[src/rtl/mips_pkg.sv]
// Shared definitions for the MIPS fetch stage: reset PC, bubble encoding
// and the fetch request-tracking state.
package mips_pkg;
  localparam logic [31:0] RESET_PC_DEF = 32'hBFC0_0000;
  localparam logic [31:0] NOP_INSTR    = 32'h0000_0000;

  // IDLE: nothing outstanding; WAIT: one right-path request outstanding;
  // DROP: one wrong-path request outstanding, its response is discarded.
  typedef enum logic [1:0] {
    IDLE = 2'd0,
    WAIT = 2'd1,
    DROP = 2'd2
  } fetch_state_e;
endpackage

[src/rtl/fetch_redirect_unit_if.sv]
// Instruction-memory request/response channel of the fetch stage.
interface fetch_redirect_unit_if #(
  parameter int WIDTH = 32
);
  logic             IReqF;
  logic [WIDTH-1:0] IAddrF;
  logic             IAckF;
  logic             IRspValidF;
  logic [WIDTH-1:0] IRDataF;

  modport master (
    output IReqF, IAddrF,
    input  IAckF, IRspValidF, IRDataF
  );

  modport slave (
    input  IReqF, IAddrF,
    output IAckF, IRspValidF, IRDataF
  );
endinterface

[src/rtl/fetch_hold_buf.sv]
// One-entry buffer that parks a returning instruction while decode is stalled.
module fetch_hold_buf #(
  parameter int WIDTH = 32
) (
  input  logic             clk,
  input  logic             rst_n,
  input  logic             load_i,
  input  logic             clear_i,
  input  logic             pop_i,
  input  logic [WIDTH-1:0] instr_i,
  input  logic [WIDTH-1:0] pcplus4_i,
  output logic [WIDTH-1:0] instr_o,
  output logic [WIDTH-1:0] pcplus4_o,
  output logic             valid_o
);
  logic [WIDTH-1:0] instr_q;
  logic [WIDTH-1:0] pcplus4_q;
  logic             valid_q;

  // Clear/pop take priority over load; the top never loads while occupied.
  always_ff @(posedge clk or negedge rst_n) begin
    if (!rst_n) begin
      instr_q   <= '0;
      pcplus4_q <= '0;
      valid_q   <= 1'b0;
    end else if (clear_i || pop_i) begin
      valid_q   <= 1'b0;
    end else if (load_i) begin
      instr_q   <= instr_i;
      pcplus4_q <= pcplus4_i;
      valid_q   <= 1'b1;
    end
  end

  assign instr_o   = instr_q;
  assign pcplus4_o = pcplus4_q;
  assign valid_o   = valid_q;
endmodule

[src/rtl/fetch_redirect_unit.sv]
// Fetch PC, single-outstanding instruction-memory requester, wrong-path
// squash and IF/ID pipeline register.
module fetch_redirect_unit
  import mips_pkg::*;
#(
  parameter int               WIDTH    = 32,
  parameter logic [WIDTH-1:0] RESET_PC = RESET_PC_DEF
) (
  input  logic                  clk,
  input  logic                  rst_n,
  input  logic                  StallF,
  input  logic                  StallD,
  input  logic                  PCSrcD,
  input  logic [WIDTH-1:0]      PCBranchD,
  fetch_redirect_unit_if.master imem,
  output logic [WIDTH-1:0]      PCF,
  output logic [WIDTH-1:0]      InstrD,
  output logic [WIDTH-1:0]      PCPlus4D,
  output logic                  ValidD
);
  fetch_state_e     state_q, state_d;
  logic [WIDTH-1:0] pcf_q, pcf_d;
  logic [WIDTH-1:0] req_pc4_q, req_pc4_d;
  logic [WIDTH-1:0] ifid_instr_q, ifid_instr_d;
  logic [WIDTH-1:0] ifid_pc4_q, ifid_pc4_d;
  logic             ifid_valid_q, ifid_valid_d;

  logic             redirect, rsp_live, ireq, xfer;
  logic             hb_load, hb_pop, hb_valid;
  logic [WIDTH-1:0] hb_instr, hb_pc4;

  // Handshake decode; a stalled decode defers any redirect until it resumes.
  always_comb begin
    redirect = PCSrcD && !StallD;
    rsp_live = (state_q == WAIT) && imem.IRspValidF && !redirect;
    ireq     = !StallF && !redirect && !hb_valid &&
               ((state_q == IDLE) ||
                ((state_q == WAIT) && imem.IRspValidF && !StallD));
    xfer     = ireq && imem.IAckF;
    hb_load  = rsp_live && (StallD || hb_valid);
    hb_pop   = !StallD && !redirect && hb_valid;
  end

  // Next state, PC and IF/ID contents.
  always_comb begin
    state_d      = state_q;
    pcf_d        = pcf_q;
    req_pc4_d    = req_pc4_q;
    ifid_instr_d = ifid_instr_q;
    ifid_pc4_d   = ifid_pc4_q;
    ifid_valid_d = ifid_valid_q;

    if (redirect) begin
      pcf_d = PCBranchD;
      case (state_q)
        WAIT:    state_d = imem.IRspValidF ? IDLE : DROP;
        DROP:    state_d = imem.IRspValidF ? IDLE : DROP;
        default: state_d = IDLE;
      endcase
    end else if (xfer) begin
      state_d   = WAIT;
      pcf_d     = pcf_q + WIDTH'(4);
      req_pc4_d = pcf_q + WIDTH'(4);
    end else begin
      case (state_q)
        WAIT:    state_d = imem.IRspValidF ? IDLE : WAIT;
        DROP:    state_d = imem.IRspValidF ? IDLE : DROP;
        default: state_d = IDLE;
      endcase
    end

    if (redirect) begin
      ifid_instr_d = WIDTH'(NOP_INSTR);
      ifid_pc4_d   = '0;
      ifid_valid_d = 1'b0;
    end else if (!StallD) begin
      if (hb_valid) begin
        ifid_instr_d = hb_instr;
        ifid_pc4_d   = hb_pc4;
        ifid_valid_d = 1'b1;
      end else if (rsp_live) begin
        ifid_instr_d = imem.IRDataF;
        ifid_pc4_d   = req_pc4_q;
        ifid_valid_d = 1'b1;
      end else begin
        ifid_instr_d = WIDTH'(NOP_INSTR);
        ifid_pc4_d   = '0;
        ifid_valid_d = 1'b0;
      end
    end
  end

  // State, PC and IF/ID registers.
  always_ff @(posedge clk or negedge rst_n) begin
    if (!rst_n) begin
      state_q      <= IDLE;
      pcf_q        <= RESET_PC;
      req_pc4_q    <= '0;
      ifid_instr_q <= WIDTH'(NOP_INSTR);
      ifid_pc4_q   <= '0;
      ifid_valid_q <= 1'b0;
    end else begin
      state_q      <= state_d;
      pcf_q        <= pcf_d;
      req_pc4_q    <= req_pc4_d;
      ifid_instr_q <= ifid_instr_d;
      ifid_pc4_q   <= ifid_pc4_d;
      ifid_valid_q <= ifid_valid_d;
    end
  end

  fetch_hold_buf #(.WIDTH(WIDTH)) u_hold_buf (
    .clk       (clk),
    .rst_n     (rst_n),
    .load_i    (hb_load),
    .clear_i   (redirect),
    .pop_i     (hb_pop),
    .instr_i   (imem.IRDataF),
    .pcplus4_i (req_pc4_q),
    .instr_o   (hb_instr),
    .pcplus4_o (hb_pc4),
    .valid_o   (hb_valid)
  );

  assign imem.IReqF  = ireq;
  assign imem.IAddrF = pcf_q;
  assign PCF         = pcf_q;
  assign InstrD      = ifid_instr_q;
  assign PCPlus4D    = ifid_pc4_q;
  assign ValidD      = ifid_valid_q;
endmodule

[src/flat_wrapper.sv]
// flat-port wrapper written by rule: the top's interface ports become plain ports
module fetch_redirect_unit_flat import mips_pkg::*;
#(
  parameter int               WIDTH    = 32,
  parameter logic [WIDTH-1:0] RESET_PC = RESET_PC_DEF
)
  (clk, rst_n, StallF, StallD, PCSrcD, PCBranchD, PCF, InstrD, PCPlus4D, ValidD, imem_IReqF, imem_IAddrF, imem_IAckF, imem_IRspValidF, imem_IRDataF);
  fetch_redirect_unit_if #(.WIDTH(WIDTH)) imem_i ();
  input  logic clk;
  input  logic rst_n;
  input  logic StallF;
  input  logic StallD;
  input  logic PCSrcD;
  input  logic [WIDTH-1:0] PCBranchD;
  output logic [WIDTH-1:0] PCF;
  output logic [WIDTH-1:0] InstrD;
  output logic [WIDTH-1:0] PCPlus4D;
  output logic ValidD;
  output wire logic [$bits(imem_i.IReqF)-1:0] imem_IReqF;
  output wire logic [$bits(imem_i.IAddrF)-1:0] imem_IAddrF;
  input wire logic [$bits(imem_i.IAckF)-1:0] imem_IAckF;
  input wire logic [$bits(imem_i.IRspValidF)-1:0] imem_IRspValidF;
  input wire logic [$bits(imem_i.IRDataF)-1:0] imem_IRDataF;
  assign imem_IReqF = imem_i.IReqF;
  assign imem_IAddrF = imem_i.IAddrF;
  assign imem_i.IAckF = imem_IAckF;
  assign imem_i.IRspValidF = imem_IRspValidF;
  assign imem_i.IRDataF = imem_IRDataF;
  fetch_redirect_unit #(.WIDTH(WIDTH), .RESET_PC(RESET_PC)) u_core (.clk(clk), .rst_n(rst_n), .StallF(StallF), .StallD(StallD), .PCSrcD(PCSrcD), .PCBranchD(PCBranchD), .imem(imem_i), .PCF(PCF), .InstrD(InstrD), .PCPlus4D(PCPlus4D), .ValidD(ValidD));
endmodule
[config.mk]
export PLATFORM = sky130hd
export DESIGN_NAME = fetch_redirect_unit_flat
export DESIGN_NICKNAME = d
export VERILOG_FILES = /design/src/rtl/mips_pkg.sv /design/src/rtl/fetch_redirect_unit_if.sv /design/src/rtl/fetch_hold_buf.sv /design/src/rtl/fetch_redirect_unit.sv /design/src/flat_wrapper.sv
export SDC_FILE = /design/constraint.sdc
export NUM_CORES = 1
export LEC_CHECK = 0
export CORE_MARGIN = 10
export CORE_UTILIZATION = 30
export CTS_BUF_LIST = sky130_fd_sc_hd__clkbuf_16
export DETAILED_ROUTE_END_ITERATION = 10
export DONT_BUFFER_PORTS = 1
export GPL_ROUTABILITY_DRIVEN = 0
export PLACE_DENSITY = 0.56
export SLEW_MARGIN = 25
export SYNTH_ARGS = -nofsm -noshare
export SYNTH_HDL_FRONTEND = slang
export SYNTH_SLANG_ARGS = --single-unit
[constraint.sdc]
create_clock -name clk -period 2.7 [get_ports clk]
set_input_delay 0.54 -clock clk [delete_from_list [all_inputs] [get_ports clk]]
set_output_delay 0.54 -clock clk [all_outputs]
set_load 0.03 [all_outputs]
==> impl_metrics.tcl <==
set metrics [dict create \
    clock_latency_ns 0.43 \
    skew_ns 0.0155 \
    worstSetupPathType "flop to output pin" \
    p_total_uw 8240 \
    syn_area_per_cell_um2 10.8 \
    hp-class "primary input to asynchronous set/reset pin" \
    drv_slew 0 \
    cts_resized 0 \
    drcViolationCount 0 \
    synth_seq_area_share_pct 55.8 \
    clkTransAtPathRegs_ns 0.08 \
    cp-end-kind "output pin" \
    cts_setup_buffers 0 \
    firstDrtPassIters 5 \
    p_per_area_nw_per_um2 847 \
    drt_iter0_drc 369 \
    routed_wl_mm 24.5 \
    post-route-period-util_pct 87.2 \
    yosysTopAreaCellShare_pct 53.1 \
    grt_pass1_wl_mm 38.0 \
    vias 6027 \
    rsz0062_at_grt "false" \
    vias_per_cell 5.11 \
    avgRoutedWirePerCell_um 20.7 \
    area_delta_synth_final_pct 10.4 \
    clk_path_buf_depth 2 \
    synthTopCellsByArea "dfrtp_1 53%, mux2_2 8.4%, a22oi_1 6.7%, o21ai_0 6.3%, nand2_1 5.2%" \
    postRouteAntennaNets 0 \
    coreArea_um2 28900 \
    n_fill_cell 2941 \
    setup.worst_path.start_class "flop" \
    n_antenna_cell 0 \
    required_ns 2.16 \
    critPathArrivalTime_ns 1.81 \
    cts_root_buf "clkbuf_16" \
    yosysMostFrequentCell "dfrtp_1" \
    grt.overflow.total 0 \
    die-height_um 191 \
    whs_ns -0.195 \
    status "complete, but fails checks" \
    finalSetupTns_ns 0 \
    io_pins 201 \
    timing.fmax_mhz 425 \
    fin_cells 1180 \
    drv_cap 0 \
    synth_flop_cell "dfrtp_1" \
    yosys-top-cells-count "187 x dfrtp_1, 122 x nand2_1, 110 x o21ai_0" \
    hold_viol 187 \
    cts_num_sinks 196 \
    die_area_um2 36600 \
    final_area_um2 9720 \
    die-width_um 191 \
    p_leak_uw 0.00402 \
    synth_area_leader_cell "dfrtp_1" \
    initial_core_util_pct 30.5 \
    synth_cell_types 46 \
    rows 62 \
    multi_input_area_um2 3410 \
    synthesis.area_um2 8800 \
    dp_hpwl_mm 16.2 \
    synth-seq-cells 196 \
    synth_edf_count 0 \
    final-setup-viol-count 0 \
    violations "negative hold slack" \
    worst_pin_slew_ns 0.831 \
    ff_latch_area_um2 4920 \
    peakVddDrop_mv 0.411 \
    port_buffers 0 \
    place_area_um2 9170 \
    dp_cells 1148 \
    nets 858 \
    cts_tree "done" \
    crit_path_max_fanout 5 \
    period_minus_slack_ns 2.35 \
    slew_headroom_pct 44.6 \
    syn-num-nets 889 \
    grt_max_degree 197 \
    grt_usage_pct 13.3 \
    ys_warn_count 0 \
    cts_made_buffers 17 \
    async_flop_share_pct 100 \
    antenna_found_initial 0 \
    layout-drive-gt1-share_pct 20.2 \
    postSynthCellCount 814 \
    h-tree-depth 4 \
    grt_pass1_vias 5986 \
]
## layer usage
metal	vias up	track usage [%]	part of all wire [%]
met5	-	0	0
met2	209	18.6	43
li1	2815	-	-
met3	14	5.01	9.0
met4	0	3.52	0.84
met1	2989	18.7	47
## registers in the layout, indices dropped and copies added (netlist names)
name / cells
u_core.u_hold_buf.instr_o: 32
u_core.req_pc4_q: 32
u_core.state_q: 2
u_core.InstrD: 32
u_core.u_hold_buf.pcplus4_o: 32
u_core.u_hold_buf.valid_o: 1
u_core.PCF: 32
u_core.PCPlus4D: 32
u_core.ValidD: 1
## layout make-up
class | instances | share of cell area, %
Clock inverter | 15 | 1.29
Multi-Input combinational cell | 522 | 35.1
Sequential cell | 196 | 50.6
Timing Repair Buffer | 40 | 3.47
Tap cell | 384 | 4.94
Inverter | 6 | 0.232
Clock buffer | 17 | 4.38
## critical path, cell delays in order (launching register included)
cell,delay (ns)
dfrtp_1,0.38
inv_1,0.08
ha_1,0.29
and3b_1,0.26
o211a_1,0.19
buf_4,0.18
## cells in the final DEF (no fill, tap or decap), types with 10 or more instances in the layout
cell type,count
dfrtp_1,186
o21ai_1,10
a22oi_1,79
o21ai_0,110
buf_4,37
mux2_2,66
clkbuf_16,17
nand3_1,10
xnor2_1,15
xor2_1,13
nand2_1,122
nor2_1,14
## stage by stage
step	util (%)	hold WS, ns	setup WS (ns)
5_1_grt	33.7	-0.228	0.202
3_3_place_gp	31.8	0.253	0.626
6_report	33.7	-0.195	0.346
4_1_cts	33.7	-0.224	0.310
3_5_place_dp	31.8	0.251	0.563
2_1_floorplan	-	0.244	0.624
## worst paths after layout
kind / start / to / slack, ns / cells after the start
worst max-delay path: u_core.state_q[1] / imem_IReqF / 0.35 / 5
min in group clk: imem_IRspValidF / u_core.state_q[1] / 0.18 / 1
max in group asynchronous: rst_n / u_core.PCF[22] / 2.51 / 0
worst min register to register: u_core.req_pc4_q[6] / u_core.req_pc4_q[6] / 0.51 / 2
worst min-delay path: rst_n / u_core.InstrD[25] / -0.20 / 0
worst max register to register: u_core.state_q[0] / u_core.PCF[9] / 0.51 / 6
## power by group
part / switching (uW) / leakage [uW] / internal (uW)
sequential: 626 / 0.00253 / 3640
combinational: 875 / 0.00121 / 650
clock: 1240 / 0.000278 / 1210
total: 2740 / 0.00402 / 5500
## logic make-up after synthesis
group                      synth area share, %
xor gates and xnor gates                  2.79
adders and majority gates                0.568
muxes                                     8.44
and+or+nand+nor                           10.5
buffers and inverters                     5.83
AOI/OAI and AO/OA                         16.1
DFF                                       55.8
Note: power is estimated with default switching activity, not from simulation.
